File: src/rtl/rf_wb_arbiter.sv
// rf_wb_arbiter: round-robin writeback port arbiter with exception capture into rm0/rm1
module rf_wb_arbiter #(
  parameter int NREQ    = 3,
  parameter int DW      = 32,
  parameter int AW      = 5,
  parameter bit DROP_R0 = 1'b1
) (
  input  logic               clk,
  input  logic               rst,
  input  logic [NREQ-1:0]    req_valid,
  output logic [NREQ-1:0]    req_ready,
  input  logic [NREQ*AW-1:0] req_dest,
  input  logic [NREQ*DW-1:0] req_data,
  input  logic               exc_req,
  input  logic [DW-1:0]      exc_pc,
  input  logic [DW-1:0]      exc_addr,
  output logic               exc_ack,
  output logic               rf_we,
  output logic [AW-1:0]      rf_dest,
  output logic [DW-1:0]      rf_wdata,
  output logic               rm_we,
  output logic [DW-1:0]      rm_pc,
  output logic [DW-1:0]      rm_addr,
  output logic               busy
);
  localparam int PW = (NREQ > 1) ? $clog2(NREQ) : 1;
  typedef enum logic [1:0] {RUN, EXC, HOLD} state_t;
  state_t state_q, state_d;
  logic [PW-1:0] rr_ptr_q, rr_ptr_d, idx, gnt_idx;
  logic rf_we_q, rf_we_d, rm_we_q, rm_we_d, exc_ack_q, exc_ack_d;
  logic [AW-1:0] rf_dest_q, rf_dest_d, hs_dest;
  logic [DW-1:0] rf_wdata_q, rf_wdata_d, rm_pc_q, rm_pc_d, rm_addr_q, rm_addr_d, hs_data;
  logic hs, wr;
  // Pick the first valid requester after the last winner; the nearest one overwrites farther ones
  always_comb begin
    gnt_idx = rr_ptr_q;
    idx = '0;
    for (int k = NREQ; k >= 1; k--) begin
      idx = PW'((int'(rr_ptr_q) + k) % NREQ);
      if (req_valid[idx]) gnt_idx = idx;
    end
  end
  assign hs        = state_q == RUN && !exc_req && |req_valid;
  assign req_ready = hs ? NREQ'(1) << gnt_idx : '0;
  assign hs_dest   = req_dest[int'(gnt_idx)*AW +: AW];
  assign hs_data   = req_data[int'(gnt_idx)*DW +: DW];
  assign wr        = hs && !(DROP_R0 && hs_dest == '0);
  // Next-state: writeback path plus the RUN -> EXC -> HOLD exception sequencer
  always_comb begin
    state_d    = state_q;
    rr_ptr_d   = hs ? gnt_idx : rr_ptr_q;
    rf_we_d    = wr;
    rf_dest_d  = wr ? hs_dest : rf_dest_q;
    rf_wdata_d = wr ? hs_data : rf_wdata_q;
    rm_we_d    = 1'b0;
    rm_pc_d    = rm_pc_q;
    rm_addr_d  = rm_addr_q;
    exc_ack_d  = exc_ack_q;
    case (state_q)
      RUN: if (exc_req) begin
        state_d   = EXC;
        rm_we_d   = 1'b1;
        rm_pc_d   = exc_pc;
        rm_addr_d = exc_addr;
        exc_ack_d = 1'b1;
      end
      EXC: state_d = HOLD;
      HOLD: if (!exc_req) begin
        state_d   = RUN;
        exc_ack_d = 1'b0;
      end
      default: state_d = RUN;
    endcase
  end
  // State and registered outputs; reset abandons any in-flight write or capture
  always_ff @(posedge clk or negedge rst) begin
    if (!rst) begin
      state_q    <= RUN;
      rr_ptr_q   <= PW'(NREQ - 1);
      rf_we_q    <= 1'b0;
      rf_dest_q  <= '0;
      rf_wdata_q <= '0;
      rm_we_q    <= 1'b0;
      rm_pc_q    <= '0;
      rm_addr_q  <= '0;
      exc_ack_q  <= 1'b0;
    end else begin
      state_q    <= state_d;
      rr_ptr_q   <= rr_ptr_d;
      rf_we_q    <= rf_we_d;
      rf_dest_q  <= rf_dest_d;
      rf_wdata_q <= rf_wdata_d;
      rm_we_q    <= rm_we_d;
      rm_pc_q    <= rm_pc_d;
      rm_addr_q  <= rm_addr_d;
      exc_ack_q  <= exc_ack_d;
    end
  end
  assign rf_we    = rf_we_q;
  assign rf_dest  = rf_dest_q;
  assign rf_wdata = rf_wdata_q;
  assign rm_we    = rm_we_q;
  assign rm_pc    = rm_pc_q;
  assign rm_addr  = rm_addr_q;
  assign exc_ack  = exc_ack_q;
  assign busy     = state_q != RUN || rf_we_q || rm_we_q;
endmodule

File: config.mk
export PLATFORM = sky130hd
export DESIGN_NAME = rf_wb_arbiter
export DESIGN_NICKNAME = d
export VERILOG_FILES = /design/src/rtl/rf_wb_arbiter.sv
export SDC_FILE = /design/constraint.sdc
export NUM_CORES = 1
export LEC_CHECK = 0
export ABC_AREA = 1
export ABC_CLOCK_PERIOD_IN_PS = 3000
export BUFFER_PORTS_ARGS = -buffer_cell sky130_fd_sc_hd__buf_2
export CAP_MARGIN = 10
export CORE_MARGIN = 2
export CORE_UTILIZATION = 46
export CTS_BUF_LIST = sky130_fd_sc_hd__clkbuf_4
export DETAILED_ROUTE_END_ITERATION = 10
export PLACE_DENSITY_LB_ADDON = 0.2
export SKIP_LAST_GASP = 1
export SYNTH_ARGS = -nofsm -noshare
export SYNTH_HDL_FRONTEND = slang
export SYNTH_SLANG_ARGS = --single-unit
File: constraint.sdc
create_clock -name clk -period 3 [get_ports clk]
set_input_delay 0.6 -clock clk [delete_from_list [all_inputs] [get_ports clk]]
set_output_delay 0.6 -clock clk [all_outputs]
set_load 0.005 [all_outputs]
Yosys cells after proc, flatten, opt, wreduce, memory -nomap -nowiden
Cells that the tools add are included.
- register bits: 108
- input bits: 181
- word-level logic and storage cells: 59
- output and inout port bits: 108
- equality and inequality tests: 4
- muxes and demuxes: 18
- add/subtract/negate cells: 3
- shifts and indexed selects: 3
- div/mod/pow operators: 3
- multipliers: 1
- reduce and logical (&&, ||, !) cells: 15
- $lt $le $gt $ge: 3
- operators by type and width (kind ; count):
    32-bit by 3-bit modulo with 32-bit output, second input constant ; 3
    96-bit by 8-bit indexed part select with 32-bit output ; 1
    15-bit by 6-bit indexed part select with 5-bit output ; 1
    2-bit 2-to-1 mux ; 5
    2-bit by 3-bit < comparator with 1-bit output, second input constant ; 3
    1-bit 2-to-1 mux ; 7
    2-bit by 2-bit adder with 3-bit output, second input constant ; 2
    1-bit binary-select mux with 2-bit select ; 3
    2-bit case mux with 3 select lines ; 1
    5-bit zero test ; 1
    2-bit by 3-bit multiplier with 5-bit output, second input constant ; 1
    2-bit inequality test, second input constant ; 2
    2-bit AND reduction ; 2
    2-bit nonzero test ; 2
    2-bit by 1-bit adder with 3-bit output, second input constant ; 1
    1-bit logical AND ; 3
    3-bit 2-to-1 mux ; 1
    3-bit AND reduction ; 1
    3-bit OR reduction ; 1
    1-bit by 2-bit left shift with 3-bit output, first input constant ; 1
    2-bit by 1-bit equality test with 1-bit output, second input constant ; 1
    2-bit equality test, second input constant ; 1
    1-bit zero test ; 2
    2-bit zero test ; 1
    other kinds (2) ; 3

Longest topological paths before layout
- depth in word-level cells: 12
- mapped depth: 20
- gate-level depth less buffers: 19

Least setup slack after synthesis
OpenSTA, ideal clock, no wires.
- path type: reg-to-output
- from: register rr_ptr_q[0]
- to: output req_ready[2]
- required time: 2.400 ns
- cell stages (with the launch flop): 15
- slack: 0.428 ns
- buffers on the path: 2
- arrival time: 1.972 ns
- cell sequence: dfrtp_1 inv_1 ha_1 nand2_1 nor2_1 inv_1 nand2_1 nand2_1 nand2_1 nand2_1 inv_2 buf_2 buf_2 nand2_1 a21oi_1
- word-level cells in the longest chain between the ends: 9
- elaborated cells on any way between the ends: 17
- ends and longest elaborated chain (item ; line ; RTL):
    start, declared ; 29 ; logic [PW-1:0] rr_ptr_q, rr_ptr_d, idx, gnt_idx;
    start signal, assigned ; 79 ; rr_ptr_q <= PW'(NREQ - 1);
    start signal, assigned ; 89 ; rr_ptr_q <= rr_ptr_d;
    2-bit by 2-bit adder with 3-bit output ; 39 ; idx = PW'((int'(rr_ptr_q) + k) % NREQ);
    32-bit by 3-bit modulo with 32-bit output ; 39 ;
    1-bit binary-select mux with 2-bit select ; 40 ; if (req_valid[idx]) gnt_idx = idx;
    1-bit 2-to-1 mux (implied by the code) ; 40 ;
    2-bit 2-to-1 mux (2 in series) ; 40 ;
    2-bit 2-to-1 mux (*) ; 40 ;
    1-bit by 2-bit left shift with 3-bit output (*) ; 44 ; assign req_ready = hs ? NREQ'(1) << gnt_idx : '0;
    3-bit 2-to-1 mux (*) ; 44 ;
    end, declared ; 11 ; output logic [NREQ-1:0] req_ready,
Mark *: on every way between the ends. The rest lies on a longest branch, timed or not. The select of a mux whose other input is x is not followed.

Worst setup path in the final report
- from: register rr_ptr_q[1]
- to: output req_ready[1]
The elaborated chain is that of the path after synthesis.

==> impl_metrics.ini <==
[grt]
grt_usage_pct = 25.7
first_global_vias = 5176
overflow = 0
grt_max_degree = 109
antenna_found_initial = 2
grt_pass1_wl_um = 25800

[power]
power_switching_uw = 3960
p_comb_share_pct = 60.8
seqPwrFrac_pct = 29.9
power_density_nw_per_um2 = 1160
swShare_pct = 47.5
cell_internal_pwr_uw = 4380
ir_drop_uv = 1050
p_leak_uw = 0.00418
power_frac_clock_pct = 9.3

[synth]
yosysSeqAreaShare_pct = 50.6
syn_inst = 706
synth_ff_type = dfrtp_1
yosysUniqueCellTypes = 21
syn_nets = 891
synth.avg_cell_area_um2 = 7.56
syn-cell-area_um2 = 5340
synth_edf_count = 0
synth-seq-cells = 108
yosys_warnings = 0
async_flop_share_pct = 100

[detailed_routing]
wl_per_cell_um = 14.5
viasPerCell = 5.06
drt_iter0_markers = 471
detail-route-antenna-nets = 0
drt-total-wl_um = 16400
drc = 0
drt_pass1_iterations = 4
vias = 5722

[finish]
fill_cells = 1083
layout.nets = 1166
syn_to_final_growth_pct = 34.9
drive_above_1_share_pct = 35.9

[clock_tree]
clockBufferDepth = 2
numCtsBuffers = 9
clkTransAtPathRegs_ns = 0.18
cts.sinks = 108
root_buffer = clkbuf_4
clk-insertion-delay-late_ns = 0.46
cts_max_level = 3
ctsHoldBuffers = 0
cts_tree = built

[sta]
fin_setup_tns_ns = 0
slew_headroom_pct = 58.2
worst_pin_slew_ns = 0.626
slew_violations = 0
setup_violations = 0
hold_viol = 0
fmax_ghz = 0.343
skew_ns = 0.0184
fin_ws_ns = 0.0838
finalCritPeriodShare_pct = 97.2
finalCriticalPeriod_ns = 2.92
rsz0062_at_grt = yes

[critical_path]
crit_chain = inv_2 > ha_4 > inv_2 > nand2_1 > nand2_1 > nand2_1 > nand2_1 > nand2_1 > nand2_1 > nand2_1 > nand2_4 > nand2_2 > nor2_1 > buf_2
cp_slowest_cell = dfstp_2
crit_fanout = 5
path_delay_family = simple AND/OR/NAND/NOR gates
cp.arrival_ns = 2.32
cp-end-kind = primary output
cpPeakStageDelay_ns = 0.59
startpoint_type = register
crit_type = register to primary output
worst_path_most_repeated_cell = nand2_1
cp_num_buf_inv = 3
worstPathRequired_ns = 2.40

[placed_design]
io_buffers = 288
place_ws_ns = 0.170
globalplace.congestion = 0.947
hpwlAfterDp_um = 12000

[floorplan]
initial_utilization_pct = 47.0
die_area_um2 = 12500
pin_count = 289
std_cell_rows = 39
die_w_um = 112
dieHeight_um = 112
core_area_um2 = 11400

[worst_hold_path]
hold_class = primary input to asynchronous set/reset pin

[job]
drv_cap = 0

[outcome]
status = complete, no violations
-- per-layer routing --
layer	track usage (%)	vias to the layer above	part of all wire, %	routed length (µm)
met1	34.6	2574	42	6910
met3	5.28	37	7.5	1230
li1	-	2834	-	-
met2	41.7	277	48	7810
met5	0	-	0	0
met4	8.72	0	2.9	479
-- logic make-up after synthesis --
group	Yosys count	share of synthesized area, %
flip-flops	108	50.6
adder cells (fa/ha/maj)	4	0.937
AO/OA/AOI/OAI	77	8.93
buffers and inverters	69	5.79
AND/OR/NAND/NOR	448	33.7
-- timing repair --
item | in CTS | in global routing
endpoints found under the setup margin | 3 | 29
pin swaps | 1 | 3
buffers inserted | 4 | 4
resized for setup | 9 | 16
endpoints found under the hold margin | 0 | 0
-- layout make-up --
cell class	instances	area [µm²]	area share, %
sequential	108	2700	37.5
tap	143	179	2.48
timing repair buffer	311	1670	23.1
antenna	2	5.00	0.0695
clock inverter	7	83.8	1.16
inverter	22	85.1	1.18
multi-input combinational	529	2410	33.5
clock buffer	9	67.6	0.938
-- placed cells by master, fill, tap and decap left out, types with 2 or more instances in the layout --
cell type	count
o21ai_0	3
nand2_1	312
diode_2	2
dfrtp_1	107
inv_2	5
nor2_1	36
ha_2	2
buf_4	19
nand2_2	5
o31ai_1	32
a21oi_1	35
a21oi_2	4
clkinv_4	2
buf_2	287
inv_6	2
nand2_4	4
inv_1	16
buf_12	3
nand3_1	89
clkbuf_4	9
-- synth_stat cells, drive strengths merged, types with 4 or more instances --
library cell  instances  area (µm²)
nor2                 37         139
o31ai                32         240
dfrtp               107        2680
clkbuf               24        90.1
nand3                90         450
buf                  23         136
ha                    4        50.1
a21oi                39         199
nand2               321        1210
inv                  22        82.6
o21ai                 4        20.0
-- metrics by stage --
step	area (µm²)	util, %	power [µW]	hold WS [ns]	std cells
final	7200	63.4	8350	0.122	1131
after global routing	7200	63.4	9130	0.183	1131
after CTS	7120	62.6	8160	0.184	1126
after detailed placement	6910	60.8	7270	0.453	1106
after global placement	6910	60.8	7210	0.449	1106
after floorplan	5340	-	5590	0.304	706
-- flip-flops by register name (all words and copies together) (netlist names) --
signal and count:
exc_ack 1, rr_ptr_q 2, state_q 2, rf_we 1, rf_dest 5, rf_wdata 32
rm_we 1, rm_addr 32, rm_pc 32
-- power groups by stage --
stage	sequential [µW]	clock [µW]	combinational [µW]
after floorplan	2590	0	3010
after global placement	2500	0	4710
after detailed placement	2520	0	4740
after CTS	2490	799	4870
after global routing	2580	861	5690
final	2490	780	5070
-- path summary, 6_finish.rpt --
path / startpoint / to / slack, ns / cells past startpoint
max in group asynchronous: rst / rf_wdata[11] / 2.36 / 2
min: rst / rr_ptr_q[0] / 0.12 / 2
max reg2reg: rr_ptr_q[1] / rf_wdata[25] / 0.17 / 14
min in group clk: exc_pc[22] / rm_pc[22] / 0.31 / 3
max: rr_ptr_q[1] / req_ready[1] / 0.08 / 14
min reg2reg: rf_wdata[7] / rf_wdata[7] / 0.48 / 2
Note: power is estimated with default switching activity, not from simulation.
